## src/rtl/seg7_scan_decoder.sv

```systemverilog
// Snoops a multiplexed active-low 7-segment bus and recovers the hex digit shown per position.
// Optional SEG7_SYNC_EN adds a two-flop input synchronizer for asynchronous display sources.
module seg7_scan_decoder #(
  parameter int NUM_DIGITS    = 4,
  parameter int STABLE_CYCLES = 8
) (
  input  logic                    clk,
  input  logic                    rst_n,
  input  logic [6:0]              seg_n,
  input  logic [NUM_DIGITS-1:0]   dig_n,
  output logic [4*NUM_DIGITS-1:0] hex_out,
  output logic [NUM_DIGITS-1:0]   valid,
  output logic [NUM_DIGITS-1:0]   bad,
  output logic                    upd,
  output logic [2:0]              upd_idx,
  output logic [1:0]              dbg_state
);

  typedef enum logic [1:0] {IDLE = 2'd0, TRACK = 2'd1, LOCKED = 2'd2} state_e;

  localparam logic [6:0] BLANK = 7'b1111111;

  logic [6:0]            seg_in;
  logic [NUM_DIGITS-1:0] dig_in;

`ifdef SEG7_SYNC_EN
  logic [6:0]            sy1_seg_q, sy2_seg_q;
  logic [NUM_DIGITS-1:0] sy1_dig_q, sy2_dig_q;

  always_ff @(posedge clk or negedge rst_n) begin
    if (!rst_n) begin
      sy1_seg_q <= BLANK;
      sy2_seg_q <= BLANK;
      sy1_dig_q <= '1;
      sy2_dig_q <= '1;
    end else begin
      sy1_seg_q <= seg_n;
      sy2_seg_q <= sy1_seg_q;
      sy1_dig_q <= dig_n;
      sy2_dig_q <= sy1_dig_q;
    end
  end

  assign seg_in = sy2_seg_q;
  assign dig_in = sy2_dig_q;
`else
  assign seg_in = seg_n;
  assign dig_in = dig_n;
`endif

  // Result is {decodable, nibble}.
  function automatic logic [4:0] decode7(input logic [6:0] p);
    case (p)
      7'b1000000: decode7 = 5'h10;
      7'b1111001: decode7 = 5'h11;
      7'b0100100: decode7 = 5'h12;
      7'b0110000: decode7 = 5'h13;
      7'b0011001: decode7 = 5'h14;
      7'b0010010: decode7 = 5'h15;
      7'b0000010: decode7 = 5'h16;
      7'b1111000: decode7 = 5'h17;
      7'b0000000: decode7 = 5'h18;
      7'b0011000: decode7 = 5'h19;
      7'b0001000: decode7 = 5'h1A;
      7'b0000011: decode7 = 5'h1B;
      7'b1000110: decode7 = 5'h1C;
      7'b0100001: decode7 = 5'h1D;
      7'b0000110: decode7 = 5'h1E;
      7'b0001110: decode7 = 5'h1F;
      default:    decode7 = 5'h00;
    endcase
  endfunction

  state_e                  state_q, state_d;
  logic [7:0]              cnt_q, cnt_d;
  logic [6:0]              s_seg_q, prev_seg_q;
  logic [NUM_DIGITS-1:0]   s_dig_q, prev_dig_q;
  logic [4*NUM_DIGITS-1:0] hex_q, hex_d;
  logic [NUM_DIGITS-1:0]   valid_q, valid_d, bad_q, bad_d;
  logic                    upd_q, upd_d;
  logic [2:0]              upd_idx_q, upd_idx_d;

  logic [3:0] zero_cnt;
  logic [2:0] sel_idx;
  logic       single, same, commit;
  logic [4:0] dec;

  always_comb begin
    zero_cnt = '0;
    sel_idx  = '0;
    for (int i = 0; i < NUM_DIGITS; i++) begin
      if (!s_dig_q[i]) begin
        zero_cnt = zero_cnt + 4'd1;
        sel_idx  = 3'(i);
      end
    end
    single = (zero_cnt == 4'd1);
    same   = (s_seg_q == prev_seg_q) && (s_dig_q == prev_dig_q);
    dec    = decode7(s_seg_q);
  end

  // Next state: a commit happens only on the sample that brings an unbroken run up to the threshold.
  always_comb begin
    state_d = state_q;
    cnt_d   = cnt_q;
    commit  = 1'b0;
    case (state_q)
      IDLE: begin
        cnt_d = '0;
        if (single) begin
          state_d = TRACK;
          cnt_d   = 8'd1;
        end
      end
      TRACK: begin
        if (!single) begin
          state_d = IDLE;
          cnt_d   = '0;
        end else if (!same) begin
          cnt_d = 8'd1;
        end else begin
          cnt_d = (cnt_q == 8'hFF) ? cnt_q : cnt_q + 8'd1;
          if (cnt_d == 8'(STABLE_CYCLES)) begin
            commit  = 1'b1;
            state_d = LOCKED;
          end
        end
      end
      LOCKED: begin
        if (!single) begin
          state_d = IDLE;
          cnt_d   = '0;
        end else if (!same) begin
          state_d = TRACK;
          cnt_d   = 8'd1;
        end
      end
      default: begin
        state_d = IDLE;
        cnt_d   = '0;
      end
    endcase
  end

  always_comb begin
    hex_d     = hex_q;
    valid_d   = valid_q;
    bad_d     = bad_q;
    upd_d     = 1'b0;
    upd_idx_d = upd_idx_q;
    if (commit) begin
      upd_d     = 1'b1;
      upd_idx_d = sel_idx;
      for (int i = 0; i < NUM_DIGITS; i++) begin
        if (sel_idx == 3'(i)) begin
          if (dec[4]) begin
            hex_d[4*i +: 4] = dec[3:0];
            valid_d[i]      = 1'b1;
            bad_d[i]        = 1'b0;
          end else begin
            valid_d[i] = 1'b0;
            bad_d[i]   = (s_seg_q != BLANK);
          end
        end
      end
    end
  end

  always_ff @(posedge clk or negedge rst_n) begin
    if (!rst_n) begin
      state_q    <= IDLE;
      cnt_q      <= '0;
      s_seg_q    <= BLANK;
      s_dig_q    <= '1;
      prev_seg_q <= BLANK;
      prev_dig_q <= '1;
      hex_q      <= '0;
      valid_q    <= '0;
      bad_q      <= '0;
      upd_q      <= 1'b0;
      upd_idx_q  <= '0;
    end else begin
      state_q    <= state_d;
      cnt_q      <= cnt_d;
      s_seg_q    <= seg_in;
      s_dig_q    <= dig_in;
      prev_seg_q <= s_seg_q;
      prev_dig_q <= s_dig_q;
      hex_q      <= hex_d;
      valid_q    <= valid_d;
      bad_q      <= bad_d;
      upd_q      <= upd_d;
      upd_idx_q  <= upd_idx_d;
    end
  end

  assign hex_out   = hex_q;
  assign valid     = valid_q;
  assign bad       = bad_q;
  assign upd       = upd_q;
  assign upd_idx   = upd_idx_q;
  assign dbg_state = state_q;

endmodule

```

## config.mk

```make
export PLATFORM = sky130hd
export DESIGN_NAME = seg7_scan_decoder
export DESIGN_NICKNAME = d
export VERILOG_FILES = /design/src/rtl/seg7_scan_decoder.sv
export SDC_FILE = /design/constraint.sdc
export NUM_CORES = 1
export LEC_CHECK = 0
export CORE_MARGIN = 3
export CORE_UTILIZATION = 50
export DETAILED_ROUTE_END_ITERATION = 12
export GPL_TIMING_DRIVEN = 1
export PLACE_DENSITY = 0.73
export SYNTH_ARGS = -nofsm -noshare
export SYNTH_HDL_FRONTEND = slang
export SYNTH_SLANG_ARGS = --single-unit
```

## constraint.sdc

```tcl
create_clock -name clk -period 4.07 [get_ports clk]
set_input_delay 1.0175 -clock clk [delete_from_list [all_inputs] [get_ports clk]]
set_output_delay 1.0175 -clock clk [all_outputs]
set_load 0.02 [all_outputs]
```

* Word-level counts from Yosys, hierarchy flattened
Cells that the tools add are included. Widths: inputs -> output; s select.
Operators by class: eq/ne operators 30, muxes and demuxes 29, add/sub/neg operators 4, reductions and logical operators 13
Operators with widths (count):
- $pmux 5 s16 | 1
- $mux 8 | 5
- $eq 7x7->1 const B | 4
- $pmux 8 s3 | 1
- $eq 7x5->1 const B | 3
- $eq 7x6->1 const B | 3
- $eq 7x2->1 const B | 2
- $eq 7x4->1 const B | 2
- $add 4x1->4 const B | 3
- $mux 2 | 6
- $mux 4 | 3
- $reduce_and 3->1 | 4
- $mux 1 | 10
- $ne 3x3->1 const B | 3
- $add 8x1->8 const B | 1
- $eq 8x4->1 const B | 1
- $eq 8x8->1 const B | 1
- $reduce_and 2->1 | 4
- $eq 7x3->1 const B | 1
- $eq 7x7->1 | 1
- $logic_not 7->1 | 1
- $ne 7x7->1 const B | 1
- $eq 3x2->1 const B | 2
- $mux 3 | 2
- 11 further kinds | 11
Storage, ports and cells: register bits after elaboration 60, word-level logic and storage cells 96

* Depth between registers and ports, before layout
Gate-level depths: netlist of run 1.
depth in word-level cells 11, gate-level depth with buffers 12, depth with buffers taken out 11

* Least setup slack after synthesis of run 1
OpenSTA, ideal clock, no wires.
path type reg-to-reg, start point register s_dig_q[1], end point register hex_q[6] (netlist: hex_out[6]), clock period less this slack 3.025 ns, slack 1.045 ns, required time 3.945 ns, setup time 0.125 ns, stages on the path, launching flop included 11, data arrival time 2.899 ns, cell sequence dfstp_2 -> inv_1 -> ha_1 -> xnor2_1 -> ha_1 -> nor3b_1 -> a31oi_1 -> o32ai_2 -> nand3_2 -> or4_4 -> mux2_4
Between the ends: word-level cells in the longest chain between the ends 9
Ends and longest elaborated chain:
- from (decl) | RTL line 77 | logic [NUM_DIGITS-1:0] s_dig_q, prev_dig_q;
- from (signal assigned) | RTL line 186 | s_dig_q <= dig_in;
- $mux 4 | RTL line 92 | if (!s_dig_q[i]) begin
- $add 4x1->4 | RTL line 93 | zero_cnt = zero_cnt + 4'd1;
- $mux 4 | RTL line 92
- $add 4x1->4 | RTL line 93
- $mux 4 | RTL line 92
- $eq 4x1->1 | RTL line 97 | single = (zero_cnt == 4'd1);
- $mux 1 | RTL line 116 | if (!single) begin
- $mux 1 | RTL line 107 | case (state_q)
- $reduce_and 3->1 (no source line) (*)
- to (signal assigned) | RTL line 177 | hex_q <= '0;
- to (signal assigned) | RTL line 189 | hex_q <= hex_d;
- to (decl) | RTL line 78 | logic [4*NUM_DIGITS-1:0] hex_q, hex_d;
Mark *: on every way between the ends. The rest lies on a longest branch, timed or not. A chain may end at the register's enable or synchronous reset.

* Worst setup path after layout of run 1
start point register s_dig_q[1], end point register hex_q[2] (netlist: hex_out[2])
Same word-level chain as after synthesis.

==> results of run 1 <==
-- through the flow --
step / total power, mW / utilization [%] / setup slack (ns)
6_report: 1.267 / 63.73 / 0.6285
5_1_grt: 1.327 / 63.73 / 0.4136
4_1_cts: 1.280 / 63.73 / 0.6298
3_5_place_dp: 0.7474 / 60.08 / 0.6253
3_3_place_gp: 0.7449 / 60.08 / 0.8270
2_1_floorplan: 0.7098 / - / 1.045
-- cell families (layout without fill, tap and decap cells) --
| logic type | after synthesis | count (layout) | share of synthesized area, % |
|---|---|---|---|
| simple gates | 69 | 69 | 15.02 |
| compound gates | 64 | 64 | 14.98 |
| flops | 59 | 59 | 49.59 |
| buf+inv | 28 | 68 | 5.528 |
| xor+xnor | 18 | 18 | 6.065 |
| mux | 18 | 18 | 7.054 |
| fa+ha+maj | 4 | 4 | 1.650 |
| other cells | 1 | 1 | 0.1236 |
-- cells in the final DEF (no fill, tap or decap), drive strengths merged, types with 4 or more instances in the layout --
cell / Yosys / layout
nand3: 12 / 12
and3: 5 / 5
nor3b: 4 / 4
mux2: 18 / 18
clkbuf: 4 / 13
inv: 9 / 9
a31oi: 5 / 5
a21o: 5 / 5
a21oi: 13 / 13
clkdlybuf4s50: 0 / 40
o41ai: 5 / 5
nor2: 7 / 7
dfrtp: 37 / 37
or3: 5 / 5
dfstp: 22 / 22
o21ai: 15 / 15
xnor2: 16 / 16
nand4: 6 / 6
ha: 4 / 4
nand2: 12 / 12
-- metal layers --
layer  vias to the layer above  track usage [%]  share of wire (%)
met5                         -                0                  0
met4                         0            7.749                1.4
met3                        10            4.936                5.4
met2                        60            28.56                 47
met1                      1055            24.16                 46
li1                       1026                -                  -
-- path summary, 6_finish.rpt --
path                            start       endpoint  slack (ns)  depth (start not counted)
setup / recovery           s_dig_q[1]     hex_out[2]        0.63                         10
hold / removal             s_dig_q[0]  prev_dig_q[0]        0.39                          0
setup reg to reg           s_dig_q[1]     hex_out[2]        0.63                         10
hold reg to reg            s_dig_q[0]  prev_dig_q[0]        0.39                          0
max in group asynchronous       rst_n       cnt_q[2]        2.48                          2
min in group asynchronous       rst_n    hex_out[15]        0.82                          1
-- registers in the layout, indices dropped and copies added, names as in the netlist --
name / flops
dbg_state: 2
upd_idx: 2
upd: 1
cnt_q: 8
s_dig_q: 4
prev_seg_q: 7
valid: 4
prev_dig_q: 4
hex_out: 16
bad: 4
s_seg_q: 7
-- final cells by class --
class                   instances  share of cell area, %
flip-flops and latches         59                  41.58
multi-input cells             174                  37.63
repair buffers                 43                  11.62
clock buffers                  13                  5.258
well taps                      72                  2.490
inverters                       9                 0.9339
clock inverters                 3                 0.4843
-- power by group through the flow --
stage / combinational, mW / clock (mW) / sequential (mW)
2_1_floorplan: 0.0792 / 0 / 0.631
4_1_cts: 0.103 / 0.542 / 0.635
5_1_grt: 0.113 / 0.575 / 0.639
3_5_place_dp: 0.102 / 0 / 0.645
6_report: 0.101 / 0.531 / 0.635
3_3_place_gp: 0.100 / 0 / 0.645
-- worst max-delay path, stage by stage (launching register included) --
cell	delay, ns
sky130_fd_sc_hd__dfstp_2	0.58
sky130_fd_sc_hd__inv_1	0.07
sky130_fd_sc_hd__ha_1	0.32
sky130_fd_sc_hd__xnor2_1	0.16
sky130_fd_sc_hd__ha_1	0.23
sky130_fd_sc_hd__nor3b_1	0.23
sky130_fd_sc_hd__a31oi_1	0.09
sky130_fd_sc_hd__o32ai_2	0.44
sky130_fd_sc_hd__nand3_2	0.34
sky130_fd_sc_hd__nor4_4	0.48
sky130_fd_sc_hd__mux2_2	0.39
==> run_summary.xml, run 1 <==
<?xml version="1.0" encoding="UTF-8"?>
<metrics>
  <group name="grt">
    <metric name="grt_start_max_net_pins" unit="">45</metric>
    <metric name="first_global_vias" unit="">2129</metric>
    <metric name="globalRoute.totalOverflow" unit="">0</metric>
    <metric name="grt_first_pass_wirelength" unit="um">10310</metric>
    <metric name="grt_antenna_before_repair" unit="">0</metric>
    <metric name="total_track_usage" unit="%">18.35</metric>
  </group>
  <group name="place">
    <metric name="placedCellCount" unit="">357</metric>
    <metric name="place.port_buffers" unit="">41</metric>
    <metric name="place.gp.congestion" unit="">0.8014</metric>
    <metric name="dpl_cell_area" unit="sq mm">0.003410</metric>
    <metric name="dpl.hpwl" unit="um">4193</metric>
  </group>
  <group name="synthesis">
    <metric name="post_synth_inst_count" unit="">261</metric>
    <metric name="synthMostInstantiatedCell" unit="">sky130_fd_sc_hd__dfrtp_1</metric>
    <metric name="ys_async_sr_fraction" unit="%">100.0</metric>
    <metric name="flops_latches_synth" unit="">59</metric>
    <metric name="synth_top_cells_by_area" unit="">sky130_fd_sc_hd__dfrtp_1 (31%), sky130_fd_sc_hd__dfstp_2 (19%), sky130_fd_sc_hd__mux2_2 (5.2%)</metric>
    <metric name="synthesis.yosys.warnings" unit="">0</metric>
    <metric name="seq_area_frac_synth" unit="%">49.59</metric>
    <metric name="synth_commonest_cells" unit="">sky130_fd_sc_hd__dfrtp_1 (37), sky130_fd_sc_hd__dfstp_2 (22), sky130_fd_sc_hd__mux2_2 (14), sky130_fd_sc_hd__o21ai_0 (14), sky130_fd_sc_hd__xnor2_1 (14)</metric>
    <metric name="synth.net_count" unit="">278</metric>
    <metric name="library_cell_occupying_the_most_area_in_the_post_synthesis_netlist" unit="">sky130_fd_sc_hd__dfrtp_1</metric>
    <metric name="synthesis.area" unit="sq mm">0.003033</metric>
    <metric name="synth_edf_count" unit="">0</metric>
    <metric name="synth.distinct_cells" unit="">62</metric>
    <metric name="synth_top_area_share" unit="%">30.53</metric>
    <metric name="ys_dominant_reg_cell" unit="">sky130_fd_sc_hd__dfrtp_1</metric>
    <metric name="synth.avg_cell_area" unit="sq um">11.62</metric>
  </group>
  <group name="clock_tree">
    <metric name="tritoncts" unit="">done</metric>
    <metric name="root_buffer_selected_by_cts" unit="">sky130_fd_sc_hd__clkbuf_8</metric>
    <metric name="numClockSinks" unit="">59</metric>
    <metric name="clk_latency" unit="ns">0.34</metric>
    <metric name="clk_pin_slew_worst_paths" unit="ns">0.06</metric>
    <metric name="post_cts_resize_count" unit="">0</metric>
    <metric name="htree_levels" unit="">3</metric>
    <metric name="postCtsSetupRepairBufs" unit="">0</metric>
    <metric name="cts_made_buffers" unit="">9</metric>
    <metric name="max-clock-path-buffers" unit="">2</metric>
    <metric name="hold_buffers" unit="">0</metric>
  </group>
  <group name="timing">
    <metric name="setup_violations" unit="">0</metric>
    <metric name="holdWs" unit="ns">0.3938</metric>
    <metric name="finalWorstPathRequiredPeriod" unit="ns">3.441</metric>
    <metric name="final-hold-violation-count" unit="">0</metric>
    <metric name="final_number_of_max_transition_violations" unit="">0</metric>
    <metric name="fin_tns_setup" unit="ns">0</metric>
    <metric name="post-route-period-util" unit="%">84.56</metric>
    <metric name="worst_pin_slew" unit="ns">0.9321</metric>
    <metric name="rsz_0062_raised_after_global_routing" unit="">false</metric>
    <metric name="timing.slew.headroom" unit="%">37.86</metric>
    <metric name="clock-skew-final" unit="ns">0.007374</metric>
    <metric name="fmaxAchievable" unit="MHz">290.6</metric>
  </group>
  <group name="critical_path">
    <metric name="crit_path_max_fanout" unit="">10</metric>
    <metric name="timing.critical_path.to_type" unit="">flop</metric>
    <metric name="required" unit="ns">4.29</metric>
    <metric name="worstSetupPathType" unit="">flop to flop</metric>
    <metric name="crit_path_start_kind" unit="">flop</metric>
    <metric name="worst-endpoint-arrival" unit="ns">3.66</metric>
  </group>
  <group name="drt">
    <metric name="antenna_violating_nets_post_route" unit="">0</metric>
    <metric name="detailedRoute.firstPassIterationCount" unit="">4</metric>
    <metric name="drt-initial-drc-count" unit="">93</metric>
    <metric name="avgViaCountPerCell" unit="">5.767</metric>
    <metric name="detail_route.drc_violations" unit="">0</metric>
    <metric name="via_count" unit="">2151</metric>
    <metric name="totalWireLength" unit="um">5889</metric>
    <metric name="wire_per_inst" unit="um">15.79</metric>
  </group>
  <group name="power_and_ir_drop">
    <metric name="p_leak" unit="nW">1.521</metric>
    <metric name="cellPowerDensity" unit="mW/mm^2">350.3</metric>
    <metric name="net-switching-power" unit="mW">0.3049</metric>
    <metric name="internal_power" unit="mW">0.9623</metric>
    <metric name="power.share.clock" unit="%">41.9</metric>
    <metric name="vdd_ir_drop_max" unit="uV">252.0</metric>
    <metric name="p_seq_share" unit="%">50.1</metric>
    <metric name="share_comb_of_total_power" unit="%">8.0</metric>
    <metric name="power.share.switching" unit="%">24.06</metric>
  </group>
  <group name="outcome">
    <metric name="outcome" unit="">finished, final reports clean</metric>
  </group>
  <group name="final_layout">
    <metric name="drive_above_1_share" unit="%">24.58</metric>
    <metric name="nets" unit="">313</metric>
    <metric name="fin_cells" unit="">373</metric>
    <metric name="multi_input_comb_area" unit="sq mm">0.001361</metric>
    <metric name="regArea" unit="sq mm">0.001504</metric>
    <metric name="areaGrowthSynthToFinish" unit="%">19.27</metric>
    <metric name="insertedDiodeCount" unit="">0</metric>
    <metric name="final_cell_area" unit="sq mm">0.003617</metric>
    <metric name="fillCellCount" unit="">484</metric>
  </group>
  <group name="die">
    <metric name="floorplan.io_pins" unit="">43</metric>
    <metric name="num_rows" unit="">27</metric>
    <metric name="die-width" unit="um">83.89</metric>
    <metric name="initial_utilization" unit="%">53.44</metric>
    <metric name="floorplan.die.height" unit="um">83.89</metric>
    <metric name="dieArea" unit="sq mm">0.007037</metric>
    <metric name="design.core.area" unit="sq mm">0.005675</metric>
  </group>
  <group name="run">
    <metric name="max_cap_viol_count" unit="">0</metric>
  </group>
  <group name="min_path">
    <metric name="min-delay-path-class" unit="">flop to flop</metric>
  </group>
</metrics>
Power figures use the tool's default switching activity.
==> inputs of run 2 (changes only) <==
--- a/config.mk
+++ b/config.mk
@@ -6,10 +6,10 @@
 export NUM_CORES = 1
 export LEC_CHECK = 0
 export CORE_MARGIN = 3
-export CORE_UTILIZATION = 50
+export CORE_UTILIZATION = 49
 export DETAILED_ROUTE_END_ITERATION = 12
 export GPL_TIMING_DRIVEN = 1
-export PLACE_DENSITY = 0.73
+export PLACE_DENSITY = 0.75
 export SYNTH_ARGS = -nofsm -noshare
 export SYNTH_HDL_FRONTEND = slang
 export SYNTH_SLANG_ARGS = --single-unit
==> constraint.sdc (replaced) <==
create_clock -name clk -period 3 [get_ports clk]
set_input_delay 0.75 -clock clk [delete_from_list [all_inputs] [get_ports clk]]
set_output_delay 0.75 -clock clk [all_outputs]
set_load 0.02 [all_outputs]
==> run 2 against run 1 <==
  * Sequential power up 35%
  * Routed wire length increased by 6.7%
  * Power increased by 50%
  * Final cell count grew 3.8%
  * Combinational power is 61% higher
  * Clock power up 65%
  * Clock-buffer cell count decreased by 2
  * Clock skew fell by 0.0014 ns
  * Global-route usage is 0.42 points higher
  * First-iteration DRC count is 4.3% lower
==> run_summary.xml, run 2 (synthesized netlist as in run 1, its figures left out) <==
<?xml version="1.0" encoding="UTF-8"?>
<metrics>
  <group name="clock_tree">
    <metric name="tritoncts" unit="">done</metric>
    <metric name="clk_pin_slew_worst_paths" unit="ns">0.07</metric>
    <metric name="max-clock-path-buffers" unit="">2</metric>
    <metric name="clk_latency" unit="ns">0.33</metric>
    <metric name="hold_buffers" unit="">0</metric>
    <metric name="root_buffer_selected_by_cts" unit="">sky130_fd_sc_hd__clkbuf_8</metric>
    <metric name="numClockSinks" unit="">59</metric>
    <metric name="cts_made_buffers" unit="">9</metric>
    <metric name="htree_levels" unit="">3</metric>
  </group>
  <group name="timing">
    <metric name="post-route-period-util" unit="%">99.88</metric>
    <metric name="clock-skew-final" unit="ns">0.005988</metric>
    <metric name="worst_pin_slew" unit="ns">0.6976</metric>
    <metric name="finalWorstPathRequiredPeriod" unit="ns">2.996</metric>
    <metric name="fmaxAchievable" unit="MHz">333.7</metric>
    <metric name="fin_tns_setup" unit="ns">0</metric>
    <metric name="post-route-worst-setup-slack" unit="ns">0.003585</metric>
    <metric name="holdWs" unit="ns">0.4158</metric>
    <metric name="rsz_0062_raised_after_global_routing" unit="">true</metric>
    <metric name="final-hold-violation-count" unit="">0</metric>
    <metric name="timing.slew.headroom" unit="%">53.49</metric>
    <metric name="setup_violations" unit="">0</metric>
    <metric name="final_number_of_max_transition_violations" unit="">0</metric>
  </group>
  <group name="power_and_ir_drop">
    <metric name="cellPowerDensity" unit="mW/mm^2">498.1</metric>
    <metric name="vdd_ir_drop_max" unit="uV">436.8</metric>
    <metric name="power.share.switching" unit="%">22.11</metric>
    <metric name="net-switching-power" unit="mW">0.4201</metric>
    <metric name="total_power" unit="mW">1.900</metric>
    <metric name="internal_power" unit="mW">1.480</metric>
    <metric name="p_seq_share" unit="%">45.3</metric>
    <metric name="share_comb_of_total_power" unit="%">8.6</metric>
    <metric name="p_leak" unit="nW">1.607</metric>
    <metric name="power.share.clock" unit="%">46.1</metric>
  </group>
  <group name="critical_path">
    <metric name="crit_path_start_kind" unit="">flop</metric>
    <metric name="critical_path.reg2reg.startpoint" unit="">s_dig_q[1]</metric>
    <metric name="timing.critical_path.to_type" unit="">flop</metric>
    <metric name="crit_path_max_fanout" unit="">5</metric>
    <metric name="regToRegSetupSlack" unit="ns">0.004</metric>
    <metric name="ff2ff_path_depth" unit="">11</metric>
    <metric name="required" unit="ns">3.21</metric>
    <metric name="critical_path.reg2reg.endpoint" unit="">hex_out[1]</metric>
    <metric name="worstSetupPathType" unit="">flop to flop</metric>
    <metric name="worst-endpoint-arrival" unit="ns">3.21</metric>
  </group>
  <group name="place">
    <metric name="placedCellCount" unit="">366</metric>
    <metric name="place.port_buffers" unit="">41</metric>
    <metric name="place.gp.congestion" unit="">0.7765</metric>
    <metric name="dpl.hpwl" unit="um">4154</metric>
    <metric name="dp_slack" unit="ns">-0.009698</metric>
  </group>
  <group name="die">
    <metric name="floorplan.die.height" unit="um">84.68</metric>
    <metric name="initial_utilization" unit="%">50.92</metric>
    <metric name="design.core.area" unit="sq mm">0.005956</metric>
    <metric name="die-width" unit="um">84.68</metric>
    <metric name="floorplan.io_pins" unit="">43</metric>
    <metric name="num_rows" unit="">28</metric>
    <metric name="dieArea" unit="sq mm">0.007170</metric>
  </group>
  <group name="grt">
    <metric name="grt_start_max_net_pins" unit="">60</metric>
    <metric name="first_global_vias" unit="">2200</metric>
    <metric name="grt_first_pass_wirelength" unit="um">10650</metric>
    <metric name="globalRoute.totalOverflow" unit="">0</metric>
    <metric name="total_track_usage" unit="%">18.76</metric>
    <metric name="grt_antenna_before_repair" unit="">0</metric>
  </group>
  <group name="final_layout">
    <metric name="nets" unit="">324</metric>
    <metric name="final_common_cell" unit="">sky130_fd_sc_hd__clkdlybuf4s50_1</metric>
    <metric name="drive_above_1_share" unit="%">30.45</metric>
    <metric name="largest_register_ff_count" unit="">16</metric>
    <metric name="areaGrowthSynthToFinish" unit="%">25.78</metric>
    <metric name="final_cell_mix" unit="">sky130_fd_sc_hd__clkdlybuf4s50_1 (40), sky130_fd_sc_hd__dfrtp_1 (37), sky130_fd_sc_hd__dfstp_2 (22)</metric>
    <metric name="insertedDiodeCount" unit="">0</metric>
    <metric name="fin_cells" unit="">387</metric>
  </group>
  <group name="drt">
    <metric name="drt-initial-drc-count" unit="">89</metric>
    <metric name="wire_per_inst" unit="um">16.24</metric>
    <metric name="totalWireLength" unit="um">6283</metric>
    <metric name="detail_route.drc_violations" unit="">0</metric>
    <metric name="antenna_violating_nets_post_route" unit="">0</metric>
    <metric name="via_count" unit="">2206</metric>
    <metric name="avgViaCountPerCell" unit="">5.700</metric>
    <metric name="detailedRoute.firstPassIterationCount" unit="">4</metric>
  </group>
  <group name="outcome">
    <metric name="outcome" unit="">finished, final reports clean</metric>
  </group>
  <group name="run">
    <metric name="max_cap_viol_count" unit="">0</metric>
  </group>
  <group name="min_path">
    <metric name="min-delay-path-class" unit="">primary input to async pin</metric>
  </group>
</metrics>
-- run 2: cell types whose count changed in the layout (fill, tap and decap cells not counted), sizes merged --
cell	change
buf	+11
bufinv	+3
clkbuf	-2
clkinvlp	-1
-- run 2: layout make-up --
type / count / area, sq um
clock buffer: 11 / 141.4
clock inverter: 5 / 100.1
fill: 479 / 2141
inverter: 9 / 33.78
multi-input combinational: 174 / 1426
sequential: 59 / 1504
tap: 75 / 93.84
timing repair buffer: 54 / 515.5
-- run 2: critical path: stages, from the launching register on --
cell and delay (ns):
sky130_fd_sc_hd__dfstp_2 0.54, sky130_fd_sc_hd__inv_2 0.05, sky130_fd_sc_hd__ha_4 0.25, sky130_fd_sc_hd__xnor2_2 0.14
sky130_fd_sc_hd__ha_2 0.21, sky130_fd_sc_hd__nor3b_1 0.23, sky130_fd_sc_hd__a31oi_1 0.09, sky130_fd_sc_hd__o32ai_2 0.33
sky130_fd_sc_hd__nand3_2 0.22, sky130_fd_sc_hd__nor4_4 0.33, sky130_fd_sc_hd__buf_4 0.20, sky130_fd_sc_hd__mux2_4 0.30
-- run 2: worst max path at each step --
stage                     cells past startpoint  slack (ns)       start          to
after floorplan                              10        0.05  s_dig_q[1]  hex_out[6]
after global placement                       10         0.1  s_dig_q[0]  hex_out[5]
after detailed placement                     10       -0.01  s_dig_q[0]  hex_out[1]
after CTS                                    10       0.004  s_dig_q[0]  hex_out[4]
after global routing                         11       -0.20  s_dig_q[1]  hex_out[1]
final                                        11       0.004  s_dig_q[1]  hex_out[1]
-- run 2: power by group through the flow --
| stage | sequential [mW] | clock [mW] | combinational (mW) |
|---|---|---|---|
| CTS | 0.860 | 0.903 | 0.158 |
| detailed placement | 0.873 | 0 | 0.151 |
| finish | 0.860 | 0.877 | 0.163 |
| global route | 0.865 | 0.935 | 0.182 |
| global placement | 0.873 | 0 | 0.148 |
| floorplan | 0.856 | 0 | 0.109 |
-- run 2: what timing repair did --
action	CTS	global route
endpoints found under the setup margin	6	26
pin swaps	3	10
setup buffers	1	4
gates resized for setup	3	11
-- run 2: stage by stage --
stage / utilization [%] / area (sq um)
2_1_floorplan: - / 3045
6_report: 64.05 / 3815
3_3_place_gp: 58.49 / 3483
3_5_place_dp: 58.49 / 3483
5_1_grt: 64.05 / 3815
4_1_cts: 62.84 / 3742
-- run 2: routing by layer --
layer | wire length (um) | vias to the layer above | GRT usage (%)
met2 | 3132 | 65 | 29.61
met1 | 2688 | 1086 | 24.60
met3 | 333 | 12 | 5.299
met4 | 128 | 0 | 7.194
li1 | - | 1043 | -
met5 | 0 | - | 0
